## src/rtl/mac_acc_quant_if.sv

```systemverilog
// Handshake bundle between the MAC stream, the quantiser and the activation writer.
// Carries the acc beat stream (no backpressure) and the valid/ready result queue.
interface mac_acc_quant_if #(
  parameter int WA = 22,
  parameter int WQ = 8
);
  logic          acc_vld_i;
  logic [WA-1:0] acc_i;
  logic          q_vld_o;
  logic [WQ-1:0] q_data_o;
  logic          q_ready_i;

  modport master (
    output acc_vld_i, acc_i, q_ready_i,
    input  q_vld_o, q_data_o
  );

  modport slave (
    input  acc_vld_i, acc_i, q_ready_i,
    output q_vld_o, q_data_o
  );
endinterface

```

## src/rtl/mac_acc_quant.sv

```systemverilog
// Accumulates cfg_groups MAC partial sums plus bias, then round-shifts, clamps
// and queues 8-bit results. Ports: clk/rstn/clr, cfg_*, bias, bus (slave), busy_o, ovf_o.
module mac_acc_quant #(
  parameter int WA    = 22,
  parameter int WACC  = 32,
  parameter int WQ    = 8,
  parameter int DEPTH = 4
) (
  input  logic                   clk,
  input  logic                   rstn,
  input  logic                   clr,
  input  logic [7:0]             cfg_groups,
  input  logic [4:0]             cfg_shift,
  input  logic                   cfg_relu,
  input  logic signed [WACC-1:0] bias,
  mac_acc_quant_if.slave         bus,
  output logic                   busy_o,
  output logic                   ovf_o
);
  localparam int AW = $clog2(DEPTH);
  localparam int UMAX = (1 << WQ) - 1;
  localparam int SMAX = (1 << (WQ - 1)) - 1;
  localparam int SMIN = -(1 << (WQ - 1));
  localparam logic signed [WACC:0] L_UMAX = (WACC+1)'(UMAX);
  localparam logic signed [WACC:0] L_SMAX = (WACC+1)'(SMAX);
  localparam logic signed [WACC:0] L_SMIN = (WACC+1)'(SMIN);

  // stage A
  logic [7:0]             r_cnt;
  logic [7:0]             r_groups;
  logic [4:0]             r_shift;
  logic                   r_relu;
  logic signed [WACC-1:0] r_sum;
  logic                   r_a_vld;

  logic                   w_first;
  logic [7:0]             w_g;
  logic                   w_last;
  logic                   w_beat;
  logic signed [WACC-1:0] w_acc;
  logic signed [WACC-1:0] w_sum_nxt;

  assign w_first = (r_cnt == 8'd0);
  assign w_g     = !w_first ? r_groups :
                   (cfg_groups == 8'd0) ? 8'd1 : cfg_groups;
  assign w_last  = (r_cnt == w_g - 8'd1);
  assign w_beat  = bus.acc_vld_i & ~clr;
  assign w_acc   = {{(WACC-WA){bus.acc_i[WA-1]}}, bus.acc_i};
  assign w_sum_nxt = (w_first ? bias : r_sum) + w_acc;

  always_ff @(posedge clk or negedge rstn) begin
    if (!rstn) begin
      r_cnt    <= '0;
      r_groups <= '0;
      r_shift  <= '0;
      r_relu   <= 1'b0;
      r_sum    <= '0;
      r_a_vld  <= 1'b0;
    end else begin
      r_a_vld <= w_beat & w_last;
      if (clr) begin
        r_cnt <= '0;
      end else if (bus.acc_vld_i) begin
        if (w_first) begin
          r_groups <= w_g;
          r_shift  <= cfg_shift;
          r_relu   <= cfg_relu;
        end
        r_sum <= w_sum_nxt;
        r_cnt <= w_last ? 8'd0 : r_cnt + 8'd1;
      end
    end
  end

  // stage B: round-half-up shift in WACC+1 bits so the rounding add cannot wrap
  logic signed [WACC:0] w_ext;
  logic signed [WACC:0] w_rnd;
  logic signed [WACC:0] w_sh;
  logic [WQ-1:0]        w_q;

  assign w_ext = {r_sum[WACC-1], r_sum};
  assign w_rnd = (r_shift == 5'd0) ? w_ext :
                 w_ext + ((WACC+1)'(1) << (r_shift - 5'd1));
  assign w_sh  = w_rnd >>> r_shift;

  always_comb begin
    w_q = w_sh[WQ-1:0];
    unique case (1'b1)
      r_relu && (w_sh < 0):       w_q = '0;
      r_relu && (w_sh > L_UMAX):  w_q = UMAX[WQ-1:0];
      !r_relu && (w_sh > L_SMAX): w_q = SMAX[WQ-1:0];
      !r_relu && (w_sh < L_SMIN): w_q = SMIN[WQ-1:0];
      default:                    w_q = w_sh[WQ-1:0];
    endcase
  end

  logic [WQ-1:0] r_b;
  logic          r_b_vld;
  logic [WQ-1:0] r_c;
  logic          r_c_vld;

  always_ff @(posedge clk or negedge rstn) begin
    if (!rstn) begin
      r_b     <= '0;
      r_b_vld <= 1'b0;
      r_c     <= '0;
      r_c_vld <= 1'b0;
    end else begin
      r_b_vld <= r_a_vld;
      if (r_a_vld) r_b <= w_q;
      r_c_vld <= r_b_vld;
      if (r_b_vld) r_c <= r_b;
    end
  end

  // stage C: result FIFO
  logic [WQ-1:0] r_mem [DEPTH];
  logic [AW-1:0] r_wp;
  logic [AW-1:0] r_rp;
  logic [AW:0]   r_fcnt;
  logic          r_ovf;

  logic w_full;
  logic w_pop;
  logic w_push;

  assign w_full = (r_fcnt == (AW+1)'(DEPTH));
  assign w_pop  = (r_fcnt != '0) & bus.q_ready_i;
  // a full FIFO still takes a push when the head leaves in the same cycle
  assign w_push = r_c_vld & (~w_full | w_pop);

  always_ff @(posedge clk) begin
    if (w_push) r_mem[r_wp] <= r_c;
  end

  always_ff @(posedge clk or negedge rstn) begin
    if (!rstn) begin
      r_wp   <= '0;
      r_rp   <= '0;
      r_fcnt <= '0;
      r_ovf  <= 1'b0;
    end else begin
      if (w_push) r_wp <= r_wp + AW'(1);
      if (w_pop)  r_rp <= r_rp + AW'(1);
      unique case ({w_push, w_pop})
        2'b10:   r_fcnt <= r_fcnt + (AW+1)'(1);
        2'b01:   r_fcnt <= r_fcnt - (AW+1)'(1);
        default: r_fcnt <= r_fcnt;
      endcase
      if (clr)
        r_ovf <= 1'b0;
      else if (r_c_vld & w_full & ~w_pop)
        r_ovf <= 1'b1;
    end
  end

  assign bus.q_vld_o  = (r_fcnt != '0);
  assign bus.q_data_o = bus.q_vld_o ? r_mem[r_rp] : '0;
  assign busy_o       = (r_cnt != 8'd0);
  assign ovf_o        = r_ovf;
endmodule

```

## src/flat_wrapper.sv

```systemverilog
// flat-port wrapper written by rule: the top's interface ports become plain ports
module mac_acc_quant_flat 
#(
  parameter int WA    = 22,
  parameter int WACC  = 32,
  parameter int WQ    = 8,
  parameter int DEPTH = 4
)
  (clk, rstn, clr, cfg_groups, cfg_shift, cfg_relu, bias, busy_o, ovf_o, bus_acc_vld_i, bus_acc_i, bus_q_ready_i, bus_q_vld_o, bus_q_data_o);
  mac_acc_quant_if #(.WA(WA), .WQ(WQ)) bus_i ();
  input  logic clk;
  input  logic rstn;
  input  logic clr;
  input  logic [7:0] cfg_groups;
  input  logic [4:0] cfg_shift;
  input  logic cfg_relu;
  input  logic signed [WACC-1:0] bias;
  output logic busy_o;
  output logic ovf_o;
  input wire logic [$bits(bus_i.acc_vld_i)-1:0] bus_acc_vld_i;
  input wire logic [$bits(bus_i.acc_i)-1:0] bus_acc_i;
  input wire logic [$bits(bus_i.q_ready_i)-1:0] bus_q_ready_i;
  output wire logic [$bits(bus_i.q_vld_o)-1:0] bus_q_vld_o;
  output wire logic [$bits(bus_i.q_data_o)-1:0] bus_q_data_o;
  assign bus_i.acc_vld_i = bus_acc_vld_i;
  assign bus_i.acc_i = bus_acc_i;
  assign bus_i.q_ready_i = bus_q_ready_i;
  assign bus_q_vld_o = bus_i.q_vld_o;
  assign bus_q_data_o = bus_i.q_data_o;
  mac_acc_quant #(.WA(WA), .WACC(WACC), .WQ(WQ), .DEPTH(DEPTH)) u_core (.clk(clk), .rstn(rstn), .clr(clr), .cfg_groups(cfg_groups), .cfg_shift(cfg_shift), .cfg_relu(cfg_relu), .bias(bias), .bus(bus_i), .busy_o(busy_o), .ovf_o(ovf_o));
endmodule
```

## config.mk

```make
export PLATFORM = sky130hd
export DESIGN_NAME = mac_acc_quant_flat
export DESIGN_NICKNAME = d
export VERILOG_FILES = /design/src/rtl/mac_acc_quant_if.sv /design/src/rtl/mac_acc_quant.sv /design/src/flat_wrapper.sv
export SDC_FILE = /design/constraint.sdc
export NUM_CORES = 1
export LEC_CHECK = 0
export ABC_AREA = 0
export ABC_CLOCK_PERIOD_IN_PS = 8800
export CAP_MARGIN = 20
export CELL_PAD_IN_SITES_DETAIL_PLACEMENT = 1
export CELL_PAD_IN_SITES_GLOBAL_PLACEMENT = 2
export CORE_ASPECT_RATIO = 1.25
export CORE_MARGIN = 10
export CORE_UTILIZATION = 37
export CTS_CLUSTER_DIAMETER = 50
export CTS_CLUSTER_SIZE = 16
export DETAILED_ROUTE_END_ITERATION = 7
export GPL_TIMING_DRIVEN = 1
export PLACE_DENSITY = 0.8
export SYNTH_ARGS = -nofsm -noshare
export SYNTH_HDL_FRONTEND = slang
export SYNTH_SLANG_ARGS = --single-unit
export TNS_END_PERCENT = 5
```

## constraint.sdc

```tcl
create_clock -name clk -period 8.8 [get_ports clk]
set_input_delay 1.76 -clock clk [delete_from_list [all_inputs] [get_ports clk]]
set_output_delay 1.76 -clock clk [all_outputs]
set_load 0.05 [all_outputs]
```

=== Yosys cells after proc, flatten, opt, wreduce, memory -nomap -nowiden ===
Memory sizes are Yosys's and may differ from the RTL's.
Cells that the tools add are included.

* Flip-flop bits (word level): 81
* Bits in writable memories: 32
* Input port bits: 73
* Memories: 1

{| class="wikitable"
|+ Memory list
! name !! depth !! width !! read ports !! clocked after Yosys merged registers in !! wr ports !! RTL line !! text
|-
| u_core.r_mem || 4 || 8 || 1 || 0 || 1 || mac_acc_quant.sv:117 || <nowiki>logic [WQ-1:0] r_mem [DEPTH];</nowiki>
|}

* $add $sub $neg: 9
* Magnitude comparators: 4
* Equal/unequal tests: 4
* Shift operators: 2
* Muxes and demuxes: 14
* Bitwise operators: 10
* Reductions and logical operators: 15

{| class="wikitable"
|+ Operator list
! cell !! count
|-
| two-way mux 8 bit || 6
|-
| adder 32 x 33 -> 33 bit || 1
|-
| > comparator 33 x 8 -> 1 bit, second input constant || 1
|-
| > comparator 33 x 9 -> 1 bit, second input constant || 1
|-
| less-than comparator 33 x 1 -> 1 bit, second input constant || 1
|-
| less-than comparator 33 x 8 -> 1 bit, second input constant || 1
|-
| two-way mux 33 bit || 1
|-
| left shift 1 x 5 -> 33 bit, first input constant || 1
|-
| >>> shifter 33 x 5 -> 33 bit || 1
|-
| adder 32 x 22 -> 32 bit || 1
|-
| two-way mux 32 bit || 1
|-
| case mux 8 bit (4 select lines) || 1
|-
| zero test 8 bit || 2
|-
| adder 8 x 1 -> 8 bit, second input constant || 1
|-
| == test 8 bit || 1
|-
| nonzero test 8 bit || 1
|-
| subtractor 8 x 1 -> 8 bit, second input constant || 1
|-
| AND 1 bit || 6
|-
| case mux 3 bit (2 select lines) || 1
|-
| nonzero test 2 bit || 3
|-
| zero test 5 bit || 1
|-
| subtractor 5 x 1 -> 5 bit, second input constant || 1
|-
| adder 2 x 1 -> 2 bit, second input constant || 2
|-
| logical AND 1 bit || 4
|-
| other kinds (12) || 17
|}

=== Longest topological paths before layout ===
Gate-level depths: netlist (run 1).

* Depth after elaboration: 8
* Mapped depth: 24
* Depth with buffers taken out: 22

=== Worst setup path before layout (run 1) ===
OpenSTA, ideal clock, no wires.

* Path kind: register to register
* Start point: reg u_core.r_shift[0]
* End point: reg u_core.r_b[0]
* Library setup time: 0.069 ns
* Arrival: 6.352 ns
* Data required time: 8.731 ns
* Slack: 2.379 ns
* Cell stages (with the launch flop): 25
* Path buffers: 5
* Clock period less this slack: 6.421 ns
* Path through: dfrtp_1 > clkbuf_1 > buf_1 > clkbuf_1 > clkbuf_1 > buf_1 > nand2_1 > nor2_1 > ha_1 > inv_1 > fa_1 > nand2b_1 > a21oi_1 > nor4_2 > o21ai_2 > a31oi_2 > or3_1 > a221o_1 > or2_0 > mux4_2 > mux4_2 > or2_1 > nand4bb_4 > a221oi_4 > a221o_1

* Longest elaborated chain between the ends: 8
* Elaborated cells between the ends (all ways): 15

{| class="wikitable"
|+ RTL lines
! what !! RTL line !! text
|-
| from (decl) || mac_acc_quant.sv:31 || <nowiki>logic [4:0] r_shift;</nowiki>
|-
| from (signal assigned) || mac_acc_quant.sv:66 || <nowiki>r_shift <= cfg_shift;</nowiki>
|-
| subtractor 5 x 1 -> 5 bit || mac_acc_quant.sv:83 || <nowiki>w_ext + ((WACC+1)'(1) << (r_shift - 5'd1));</nowiki>
|-
| left shift 1 x 5 -> 33 bit || mac_acc_quant.sv:83 ||
|-
| adder 32 x 33 -> 33 bit || mac_acc_quant.sv:83 ||
|-
| two-way mux 33 bit || mac_acc_quant.sv:82 || <nowiki>assign w_rnd = (r_shift == 5'd0) ? w_ext :</nowiki>
|-
| >>> shifter 33 x 5 -> 33 bit (*) || mac_acc_quant.sv:84 || <nowiki>assign w_sh = w_rnd >>> r_shift;</nowiki>
|-
| less-than comparator 33 x 8 -> 1 bit, or another cell as far along || mac_acc_quant.sv:92 || <nowiki>!r_relu && (w_sh < L_SMIN): w_q = SMIN[WQ-1:0];</nowiki>
|-
| logical AND 1 bit, on equally long branches || n/a ||
|-
| case mux 8 bit (4 select lines) (*) || mac_acc_quant.sv:88 || <nowiki>unique case (1'b1)</nowiki>
|-
| to (signal assigned) || mac_acc_quant.sv:110 || <nowiki>if (r_a_vld) r_b <= w_q;</nowiki>
|-
| to (decl) || mac_acc_quant.sv:97 || <nowiki>logic [WQ-1:0] r_b;</nowiki>
|}

Mark *: on every way between the ends. The rest lies on a longest branch, timed or not.
A chain may end at the register's enable or synchronous reset.

=== Worst setup path after layout (run 1) ===
* Start point: reg u_core.r_shift[1]
* End point: reg u_core.r_b[1]

Same word-level chain as after synthesis.

==> impl_metrics.prom, run 1 <==
# TYPE chip_impl_metric gauge
chip_impl_info{name="cts-root-buf",value="sky130_fd_sc_hd__clkbuf_16"} 1
chip_impl_metric{name="global_route_wire_length_before_repair",unit="mm"} 68.32
chip_impl_info{name="worstReg2RegStart",value="u_core.r_shift[1]$_DFFE_PN0P_"} 1
chip_impl_metric{name="part_of_the_power_in_registers",unit="%"} 20.8
chip_impl_metric{name="tightestPinTransition",unit="ns"} 0.9890
chip_impl_info{name="synth_flop_cell",value="sky130_fd_sc_hd__dfrtp_1"} 1
chip_impl_metric{name="first_global_vias",unit=""} 12020
chip_impl_metric{name="synth-edff-count",unit=""} 32
chip_impl_metric{name="antenna_found_initial",unit=""} 0
chip_impl_metric{name="cts.repair.resized",unit=""} 0
chip_impl_metric{name="total_via_count_after_detailed_routing",unit=""} 11660
chip_impl_metric{name="drive_above_1_share",unit="%"} 9.295
chip_impl_metric{name="cp.arrival",unit="ns"} 7.96
chip_impl_metric{name="nets_finish",unit=""} 1651
chip_impl_metric{name="postSynth.asyncResetShare",unit="%"} 71.68
chip_impl_metric{name="pin_count_of_the_biggest_net_entering_global_routing",unit=""} 60
chip_impl_metric{name="max_slew_margin_vs_limit",unit="%"} 34.07
chip_impl_metric{name="power.combinational.fraction",unit="%"} 60.5
chip_impl_metric{name="postCtsSetupBuffers",unit=""} 0
chip_impl_metric{name="power.switching",unit="mW"} 1.929
chip_impl_metric{name="worst-path-max-fanout",unit=""} 27
chip_impl_info{name="timing.hold.worst.class",value="flip-flop to flip-flop"} 1
chip_impl_metric{name="final.setup.tns",unit="ns"} 0
chip_impl_metric{name="syn_area",unit="mm²"} 0.01185
chip_impl_metric{name="core.rowCount",unit=""} 73
chip_impl_info{name="outcome",value="finished clean"} 1
chip_impl_metric{name="final_period_demand_of_the_worst_path",unit="ns"} 7.646
chip_impl_info{name="critical_path.cell_chain",value="nor2_1 -> nand2_1 -> nor2_1 -> ha_1 -> inv_1 -> fa_1 -> nand2b_1 -> a21oi_1 -> nor4_2 -> o21ai_2 -> nand3_1 -> o21ai_0 -> o21ai_0 -> o21ai_1 -> nand3_1 -> a2111oi_0 -> o21ai_1 -> nor4_1 -> a311oi_1 -> a221o_1"} 1
chip_impl_metric{name="dieWidth",unit="µm"} 180.1
chip_impl_info{name="element_type_at_the_critical_path_end",value="flip-flop"} 1
chip_impl_metric{name="finish.cell_count_without_fillers",unit=""} 1929
chip_impl_metric{name="detailedRoute.firstIterationViolations",unit=""} 638
chip_impl_metric{name="reg2reg_slack",unit="ns"} 1.15
chip_impl_metric{name="synth_fp_nets",unit=""} 1616
chip_impl_metric{name="port_buf_inserts",unit=""} 83
chip_impl_metric{name="route.detailed.drc",unit=""} 0
chip_impl_info{name="rsz0062_at_grt",value="no"} 1
chip_impl_metric{name="final_core_utilization",unit="%"} 42.89
chip_impl_info{name="r2r_end",value="u_core.r_b[1]$_DFFE_PN0P_"} 1
chip_impl_metric{name="postLayoutSetupSlackWorst",unit="ns"} 1.154
chip_impl_info{name="critPathSlowestCell",value="sky130_fd_sc_hd__nor2_1"} 1
chip_impl_metric{name="drt_total_wl",unit="mm"} 43.49
chip_impl_metric{name="path_clk_slew",unit="ns"} 0.07
chip_impl_metric{name="worst_r2r_path_depth",unit=""} 20
chip_impl_metric{name="p_sw_share",unit="%"} 49.31
chip_impl_metric{name="global_route_overflow",unit=""} 0
chip_impl_metric{name="p_total",unit="mW"} 3.912
chip_impl_metric{name="synth.lib_cells_used.distinct",unit=""} 93
chip_impl_metric{name="n_fill_cell",unit=""} 3822
chip_impl_metric{name="power.density",unit="mW/mm²"} 287.8
chip_impl_metric{name="syn2layout_area_growth",unit="%"} 14.69
chip_impl_metric{name="req_time_crit_path",unit="ns"} 9.11
chip_impl_metric{name="clock_insertion_delay_worst_skew",unit="ns"} 0.45
chip_impl_info{name="start_kind",value="flip-flop"} 1
chip_impl_metric{name="max-clock-path-buffers",unit=""} 2
chip_impl_info{name="holdPathEnd",value="u_core.r_fcnt[2]$_DFFE_PN0P_"} 1
chip_impl_metric{name="fp.dieH",unit="µm"} 220.1
chip_impl_metric{name="place.gp.congestion",unit=""} 0.9565
chip_impl_info{name="final_cell_mix",value="sky130_fd_sc_hd__nand2_1, sky130_fd_sc_hd__nor2_1, sky130_fd_sc_hd__o21ai_0"} 1
chip_impl_metric{name="internal_power",unit="mW"} 1.983
chip_impl_info{name="min-delay-start",value="u_core.r_fcnt[2]$_DFFE_PN0P_"} 1
chip_impl_info{name="path_delay_family",value="compound AO/OA/AOI/OAI gates"} 1
chip_impl_metric{name="max_clock_freq",unit="MHz"} 130.8
chip_impl_metric{name="antenna_cells",unit=""} 0
chip_impl_metric{name="antenna_left",unit=""} 0
chip_impl_metric{name="post_synth_inst_count",unit=""} 1469
chip_impl_metric{name="cts_sinks",unit=""} 113
chip_impl_metric{name="postCtsHoldBufs",unit=""} 0
chip_impl_metric{name="timing.final.hold_violations",unit=""} 0
chip_impl_info{name="cts_tree",value="done"} 1
chip_impl_metric{name="hold-worst-slack",unit="ns"} 0.5033
chip_impl_metric{name="tritoncts.num_buffers",unit=""} 17
chip_impl_metric{name="cellLeakagePower",unit="nW"} 5.586
chip_impl_metric{name="finalSetupViolations",unit=""} 0
chip_impl_metric{name="avg_vias_per_cell",unit=""} 6.044
chip_impl_metric{name="dp_worst_setup_slack",unit="ns"} 1.352
chip_impl_metric{name="drv_cap",unit=""} 0
chip_impl_info{name="mostFrequentLayoutCell",value="sky130_fd_sc_hd__nand2_1"} 1
chip_impl_metric{name="placed_area",unit="mm²"} 0.01297
chip_impl_metric{name="ir_drop",unit="mV"} 0.1631
chip_impl_metric{name="die_area",unit="mm²"} 0.03964
chip_impl_metric{name="detailedPlacementHpwl",unit="mm"} 33.80
chip_impl_metric{name="postLayoutCellArea",unit="mm²"} 0.01359
chip_impl_metric{name="cts.htree.levels",unit=""} 4
chip_impl_metric{name="pwr-share-clk",unit="%"} 18.7
chip_impl_metric{name="top_level_ports",unit=""} 84
chip_impl_metric{name="first_pass_iteration_count_of_the_detailed_router",unit=""} 5
chip_impl_metric{name="floorplan.initialDensity",unit="%"} 37.40
chip_impl_metric{name="synth-warning-count",unit=""} 0
chip_impl_metric{name="synth_seq_area_share",unit="%"} 25.21
chip_impl_metric{name="track_usage",unit="%"} 21.43
chip_impl_metric{name="largest_stage_delay_worst_path",unit="ns"} 0.77
chip_impl_metric{name="period_share",unit="%"} 86.89
chip_impl_metric{name="placedCellCount",unit=""} 1896
chip_impl_metric{name="critPathBufInv",unit=""} 1
chip_impl_metric{name="fp.coreArea",unit="mm²"} 0.03169
chip_impl_metric{name="drt-wirelength-per-cell",unit="µm"} 22.54
chip_impl_info{name="setup.worst_path.class",value="flip-flop to flip-flop"} 1
chip_impl_metric{name="postSynthAreaPerCell",unit="µm²"} 8.068
chip_impl_metric{name="clock_skew",unit="ns"} 0.02359
chip_impl_metric{name="slew_violations",unit=""} 0
chip_impl_metric{name="holdPathStages",unit=""} 1
chip_impl_metric{name="ys_ff_latch",unit=""} 113
==> Yosys cell counts, types with 10 or more instances <==
library cell / count / area, µm²
sky130_fd_sc_hd__a211oi_1: 22 / 165.2
sky130_fd_sc_hd__a21o_1: 29 / 217.7
sky130_fd_sc_hd__a21oi_1: 86 / 430.4
sky130_fd_sc_hd__a221o_1: 13 / 130.1
sky130_fd_sc_hd__a221oi_1: 10 / 87.58
sky130_fd_sc_hd__a31oi_1: 13 / 81.33
sky130_fd_sc_hd__and2_1: 27 / 168.9
sky130_fd_sc_hd__and3_1: 20 / 125.1
sky130_fd_sc_hd__buf_1: 11 / 41.29
sky130_fd_sc_hd__clkbuf_1: 60 / 225.2
sky130_fd_sc_hd__dfrtp_1: 81 / 2027
sky130_fd_sc_hd__edfxtp_1: 32 / 960.9
sky130_fd_sc_hd__ha_1: 71 / 888.4
sky130_fd_sc_hd__inv_1: 33 / 123.9
sky130_fd_sc_hd__mux2_2: 34 / 382.9
sky130_fd_sc_hd__mux2i_1: 27 / 270.3
sky130_fd_sc_hd__mux4_2: 20 / 450.4
sky130_fd_sc_hd__nand2_1: 222 / 833.3
sky130_fd_sc_hd__nand2b_1: 14 / 87.58
sky130_fd_sc_hd__nand3_1: 46 / 230.2
sky130_fd_sc_hd__nand4_1: 17 / 106.4
sky130_fd_sc_hd__nor2_1: 117 / 439.2
sky130_fd_sc_hd__nor3_1: 41 / 205.2
sky130_fd_sc_hd__o211ai_1: 21 / 157.7
sky130_fd_sc_hd__o21a_1: 18 / 135.1
sky130_fd_sc_hd__o21ai_0: 106 / 530.5
sky130_fd_sc_hd__or2_2: 11 / 68.82
sky130_fd_sc_hd__or3_1: 16 / 100.1
sky130_fd_sc_hd__xnor2_1: 34 / 297.8
sky130_fd_sc_hd__xor2_1: 26 / 227.7
==> per-layer routing <==
| layer | vias to the layer above | part of all wire, % | global-route usage (%) | wire [µm] |
|---|---|---|---|---|
| li1 | 5547 | - | - | - |
| met1 | 5734 | 44 | 26.23 | 19220 |
| met2 | 296 | 48 | 37.16 | 20970 |
| met3 | 81 | 3.7 | 2.986 | 1598 |
| met4 | 0 | 3.9 | 9.116 | 1701 |
| met5 | - | 0 | 0 | 0 |
==> worst max-delay path by stage <==
stage | from | end | cells after the start
after floorplan | u_core.r_shift[0]$_DFFE_PN0P_ | u_core.r_b[0]$_DFFE_PN0P_ | 24
after global placement | u_core.r_shift[1]$_DFFE_PN0P_ | u_core.r_b[2]$_DFFE_PN0P_ | 20
after detailed placement | u_core.r_shift[1]$_DFFE_PN0P_ | u_core.r_b[5]$_DFFE_PN0P_ | 20
after CTS | u_core.r_shift[1]$_DFFE_PN0P_ | u_core.r_b[1]$_DFFE_PN0P_ | 20
after global routing | u_core.r_shift[1]$_DFFE_PN0P_ | u_core.r_b[1]$_DFFE_PN0P_ | 20
final | u_core.r_shift[1]$_DFFE_PN0P_ | u_core.r_b[1]$_DFFE_PN0P_ | 20
==> worst reg2reg max path: cells and delay by family, from the launching register on <==
kind                       cells  cell delay [ns]
adders and majority gates      2             0.60
AOI/OAI and AO/OA              9             3.49
DFF                            1             0.71
buffers and inverters          1             0.07
and+or+nand+nor                8             2.64
==> cells by family (layout without fill, tap and decap cells) <==
| kind of cell | after synthesis | count (layout) | share of synthesized area (%) |
|---|---|---|---|
| buffers and inverters | 118 | 166 | 3.980 |
| adder cells (fa/ha/maj) | 74 | 74 | 8.002 |
| AND/OR/NAND/NOR | 581 | 581 | 23.35 |
| XOR/XNOR | 60 | 60 | 4.434 |
| AO/OA/AOI/OAI | 442 | 442 | 25.72 |
| flip-flops | 113 | 113 | 25.21 |
| multiplexers | 81 | 81 | 9.311 |
==> flip-flops by register name, indices dropped and copies added, names as in the netlist <==
signal and flops:
u_core.r_c 8, u_core.ovf_o 1, u_core.r_c_vld 1, u_core.r_shift 5
u_core.r_rp 2, u_core.r_a_vld 1, u_core.r_b_vld 1, u_core.r_fcnt 3
u_core.r_cnt 8, u_core.r_sum 32, u_core.r_groups 8, u_core.r_wp 2
u_core.r_relu 1, u_core.r_mem 32, u_core.r_b 8
==> layout make-up <==
cell class | instances | area, µm² | share of cell area, %
inverter | 35 | 131.4 | 0.9664
multi-input combinational | 1238 | 8396 | 61.76
clock inverter | 14 | 180.2 | 1.325
timing repair buffer | 99 | 953.4 | 7.013
clock buffer | 18 | 429.2 | 3.157
tap | 412 | 515.5 | 3.792
sequential | 113 | 2989 | 21.99
==> power groups by stage <==
stage	combinational, mW	sequential (mW)	clock [mW]
after floorplan	1.74	0.707	0
after global placement	2.31	0.818	0
after detailed placement	2.33	0.821	0
after CTS	2.34	0.812	0.745
after global routing	2.57	0.834	0.767
final	2.37	0.815	0.732
Power figures use the tool's default switching activity.
==> run 2, diff against run 1 <==
Settings changed: RECOVER_POWER from default to 25.
==> impl_metrics.prom, run 2 (synthesized netlist as in run 1, its figures left out) <==
# TYPE chip_impl_metric gauge
chip_impl_metric{name="req_time_crit_path",unit="ns"} 9.11
chip_impl_metric{name="cts.repair.resized",unit=""} 0
chip_impl_metric{name="postLayoutSetupSlackWorst",unit="ns"} 1.154
chip_impl_metric{name="route.detailed.drc",unit=""} 0
chip_impl_metric{name="core.rowCount",unit=""} 73
chip_impl_info{name="rsz0062_at_grt",value="no"} 1
chip_impl_metric{name="drt_total_wl",unit="mm"} 43.48
chip_impl_metric{name="first_global_vias",unit=""} 12020
chip_impl_info{name="start_kind",value="flip-flop"} 1
chip_impl_metric{name="detailedRoute.firstIterationViolations",unit=""} 638
chip_impl_info{name="final_cell_mix",value="sky130_fd_sc_hd__nand2_1, sky130_fd_sc_hd__nor2_1, sky130_fd_sc_hd__o21ai_0"} 1
chip_impl_metric{name="fp.coreArea",unit="mm²"} 0.03169
chip_impl_metric{name="antenna_found_initial",unit=""} 0
chip_impl_metric{name="cts.htree.levels",unit=""} 4
chip_impl_metric{name="antenna_cells",unit=""} 0
chip_impl_metric{name="final.setup.tns",unit="ns"} 0
chip_impl_metric{name="cellLeakagePower",unit="nW"} 5.582
chip_impl_metric{name="fp.dieH",unit="µm"} 220.1
chip_impl_metric{name="postCtsHoldBufs",unit=""} 0
chip_impl_metric{name="multi_input_area",unit="mm²"} 0.008396
chip_impl_metric{name="worst-path-max-fanout",unit=""} 27
chip_impl_metric{name="max-clock-path-buffers",unit=""} 2
chip_impl_metric{name="tritoncts.num_buffers",unit=""} 17
chip_impl_metric{name="cp.arrival",unit="ns"} 7.96
chip_impl_metric{name="pin_count_of_the_biggest_net_entering_global_routing",unit=""} 60
chip_impl_info{name="cts_tree",value="done"} 1
chip_impl_metric{name="placedCellCount",unit=""} 1896
chip_impl_info{name="violated_checks",value="capacitance limit, slew limit"} 1
chip_impl_metric{name="finish.cell_count_without_fillers",unit=""} 1929
chip_impl_metric{name="postCtsSetupBuffers",unit=""} 0
chip_impl_metric{name="power.density",unit="mW/mm²"} 287.8
chip_impl_info{name="element_type_at_the_critical_path_end",value="flip-flop"} 1
chip_impl_metric{name="global_route_wire_length_before_repair",unit="mm"} 68.32
chip_impl_metric{name="top_level_ports",unit=""} 84
chip_impl_metric{name="total_via_count_after_detailed_routing",unit=""} 11660
chip_impl_metric{name="detailedPlacementHpwl",unit="mm"} 33.80
chip_impl_metric{name="final_period_demand_of_the_worst_path",unit="ns"} 7.646
chip_impl_metric{name="max_clock_freq",unit="MHz"} 130.8
chip_impl_metric{name="drt-wirelength-per-cell",unit="µm"} 22.54
chip_impl_metric{name="finalSetupViolations",unit=""} 0
chip_impl_metric{name="n_fill_cell",unit=""} 3822
chip_impl_metric{name="nets_finish",unit=""} 1651
chip_impl_metric{name="dp_worst_setup_slack",unit="ns"} 1.352
chip_impl_metric{name="seqCellArea",unit="mm²"} 0.002989
chip_impl_metric{name="timing.final.hold_violations",unit=""} 0
chip_impl_metric{name="drive_above_1_share",unit="%"} 9.229
chip_impl_metric{name="track_usage",unit="%"} 21.43
chip_impl_metric{name="die_area",unit="mm²"} 0.03964
chip_impl_metric{name="clock_insertion_delay_worst_skew",unit="ns"} 0.45
chip_impl_metric{name="avg_vias_per_cell",unit=""} 6.044
chip_impl_metric{name="cts_sinks",unit=""} 113
chip_impl_info{name="timing.hold.worst.class",value="flip-flop to flip-flop"} 1
chip_impl_metric{name="path_clk_slew",unit="ns"} 0.07
chip_impl_info{name="setup.worst_path.class",value="flip-flop to flip-flop"} 1
chip_impl_metric{name="clock_skew",unit="ns"} 0.02359
chip_impl_metric{name="place.gp.congestion",unit=""} 0.9565
chip_impl_metric{name="dieWidth",unit="µm"} 180.1
chip_impl_metric{name="first_pass_iteration_count_of_the_detailed_router",unit=""} 5
chip_impl_metric{name="global_route_overflow",unit=""} 0
chip_impl_metric{name="floorplan.initialDensity",unit="%"} 37.40
chip_impl_metric{name="hold-worst-slack",unit="ns"} 0.5033
chip_impl_info{name="mostFrequentLayoutCell",value="sky130_fd_sc_hd__nand2_1"} 1
chip_impl_info{name="top_regs",value="u_core.r_mem: 32 flops, u_core.r_sum: 32 flops"} 1
chip_impl_metric{name="tightestPinTransition",unit="ns"} 2.367
chip_impl_metric{name="ir_drop",unit="mV"} 0.1631
chip_impl_info{name="cts-root-buf",value="sky130_fd_sc_hd__clkbuf_16"} 1
chip_impl_metric{name="slew_violations",unit=""} 37
chip_impl_metric{name="port_buf_inserts",unit=""} 83
chip_impl_metric{name="period_share",unit="%"} 86.89
chip_impl_metric{name="drv_cap",unit=""} 1
chip_impl_metric{name="syn2layout_area_growth",unit="%"} 14.66
chip_impl_metric{name="max_slew_margin_vs_limit",unit="%"} -57.79
chip_impl_metric{name="antenna_left",unit=""} 0
chip_impl_info{name="outcome",value="finished, violations left"} 1
run 2: cell count changes in the layout (fill, tap and decap cells not counted), sizes merged:
cell / before / now
buf: 16 / 15
clkbuf: 18 / 19
run 2: path summary, 6_finish.rpt:
path	from	to	slack (ns)	cells after the start
min in group asynchronous	rstn	u_core.r_sum[31]$_DFFE_PN0P_	2.03	1
setup reg to reg	u_core.r_shift[1]$_DFFE_PN0P_	u_core.r_b[1]$_DFFE_PN0P_	1.15	20
max in group asynchronous	rstn	u_core.r_shift[0]$_DFFE_PN0P_	5.07	2
hold / removal	u_core.r_fcnt[2]$_DFFE_PN0P_	u_core.r_fcnt[2]$_DFFE_PN0P_	0.50	1
hold reg to reg	u_core.r_fcnt[2]$_DFFE_PN0P_	u_core.r_fcnt[2]$_DFFE_PN0P_	0.50	1
setup / recovery	u_core.r_shift[1]$_DFFE_PN0P_	u_core.r_b[1]$_DFFE_PN0P_	1.15	20
run 2: metal layers:
layer	vias up	GRT usage [%]	part of all wire (%)
met2	296	37.16	48
met5	-	0	0
met1	5735	26.23	44
met3	81	2.986	3.7
li1	5546	-	-
met4	0	9.116	3.9
run 2: power breakdown:
| part | switching [mW] | internal, mW |
|---|---|---|
| Sequential | 0.182 | 0.633 |
| Combinational | 1.46 | 0.901 |
| Clock | 0.283 | 0.449 |
| Total | 1.93 | 1.98 |
run 2: final cells by class:
type                    count  area share [%]
clock buffers              18           3.158
clock inverters            14           1.326
inverters                  35          0.9667
multi-input cells        1238           61.78
flip-flops and latches    113           21.99
well taps                 412           3.793
repair buffers             99           6.988
run 2: per-stage QoR:
step | area (µm²) | utilization, % | total power, mW
after floorplan | 11850 | - | 2.444
after global placement | 12970 | 40.93 | 3.125
after detailed placement | 12970 | 40.93 | 3.149
after CTS | 13580 | 42.85 | 3.899
after global routing | 13590 | 42.88 | 4.175
final | 13590 | 42.88 | 3.911
run 2: critical path, stage by stage, from the launching register on:
cell                        delay, ns
sky130_fd_sc_hd__dfrtp_1         0.71
sky130_fd_sc_hd__nor2_1          0.77
sky130_fd_sc_hd__nand2_1         0.38
sky130_fd_sc_hd__nor2_1          0.19
sky130_fd_sc_hd__ha_1            0.21
sky130_fd_sc_hd__inv_1           0.06
sky130_fd_sc_hd__fa_1            0.39
sky130_fd_sc_hd__nand2b_1        0.24
sky130_fd_sc_hd__a21oi_1         0.26
sky130_fd_sc_hd__nor4_2          0.13
sky130_fd_sc_hd__o21ai_2         0.40
sky130_fd_sc_hd__nand3_1         0.16
sky130_fd_sc_hd__o21ai_0         0.35
sky130_fd_sc_hd__o21ai_0         0.31
sky130_fd_sc_hd__o21ai_1         0.59
sky130_fd_sc_hd__nand3_1         0.28
sky130_fd_sc_hd__a2111oi_0       0.74
sky130_fd_sc_hd__o21ai_1         0.16
sky130_fd_sc_hd__nor4_1          0.49
sky130_fd_sc_hd__a311oi_1        0.32
sky130_fd_sc_hd__a221o_1         0.36
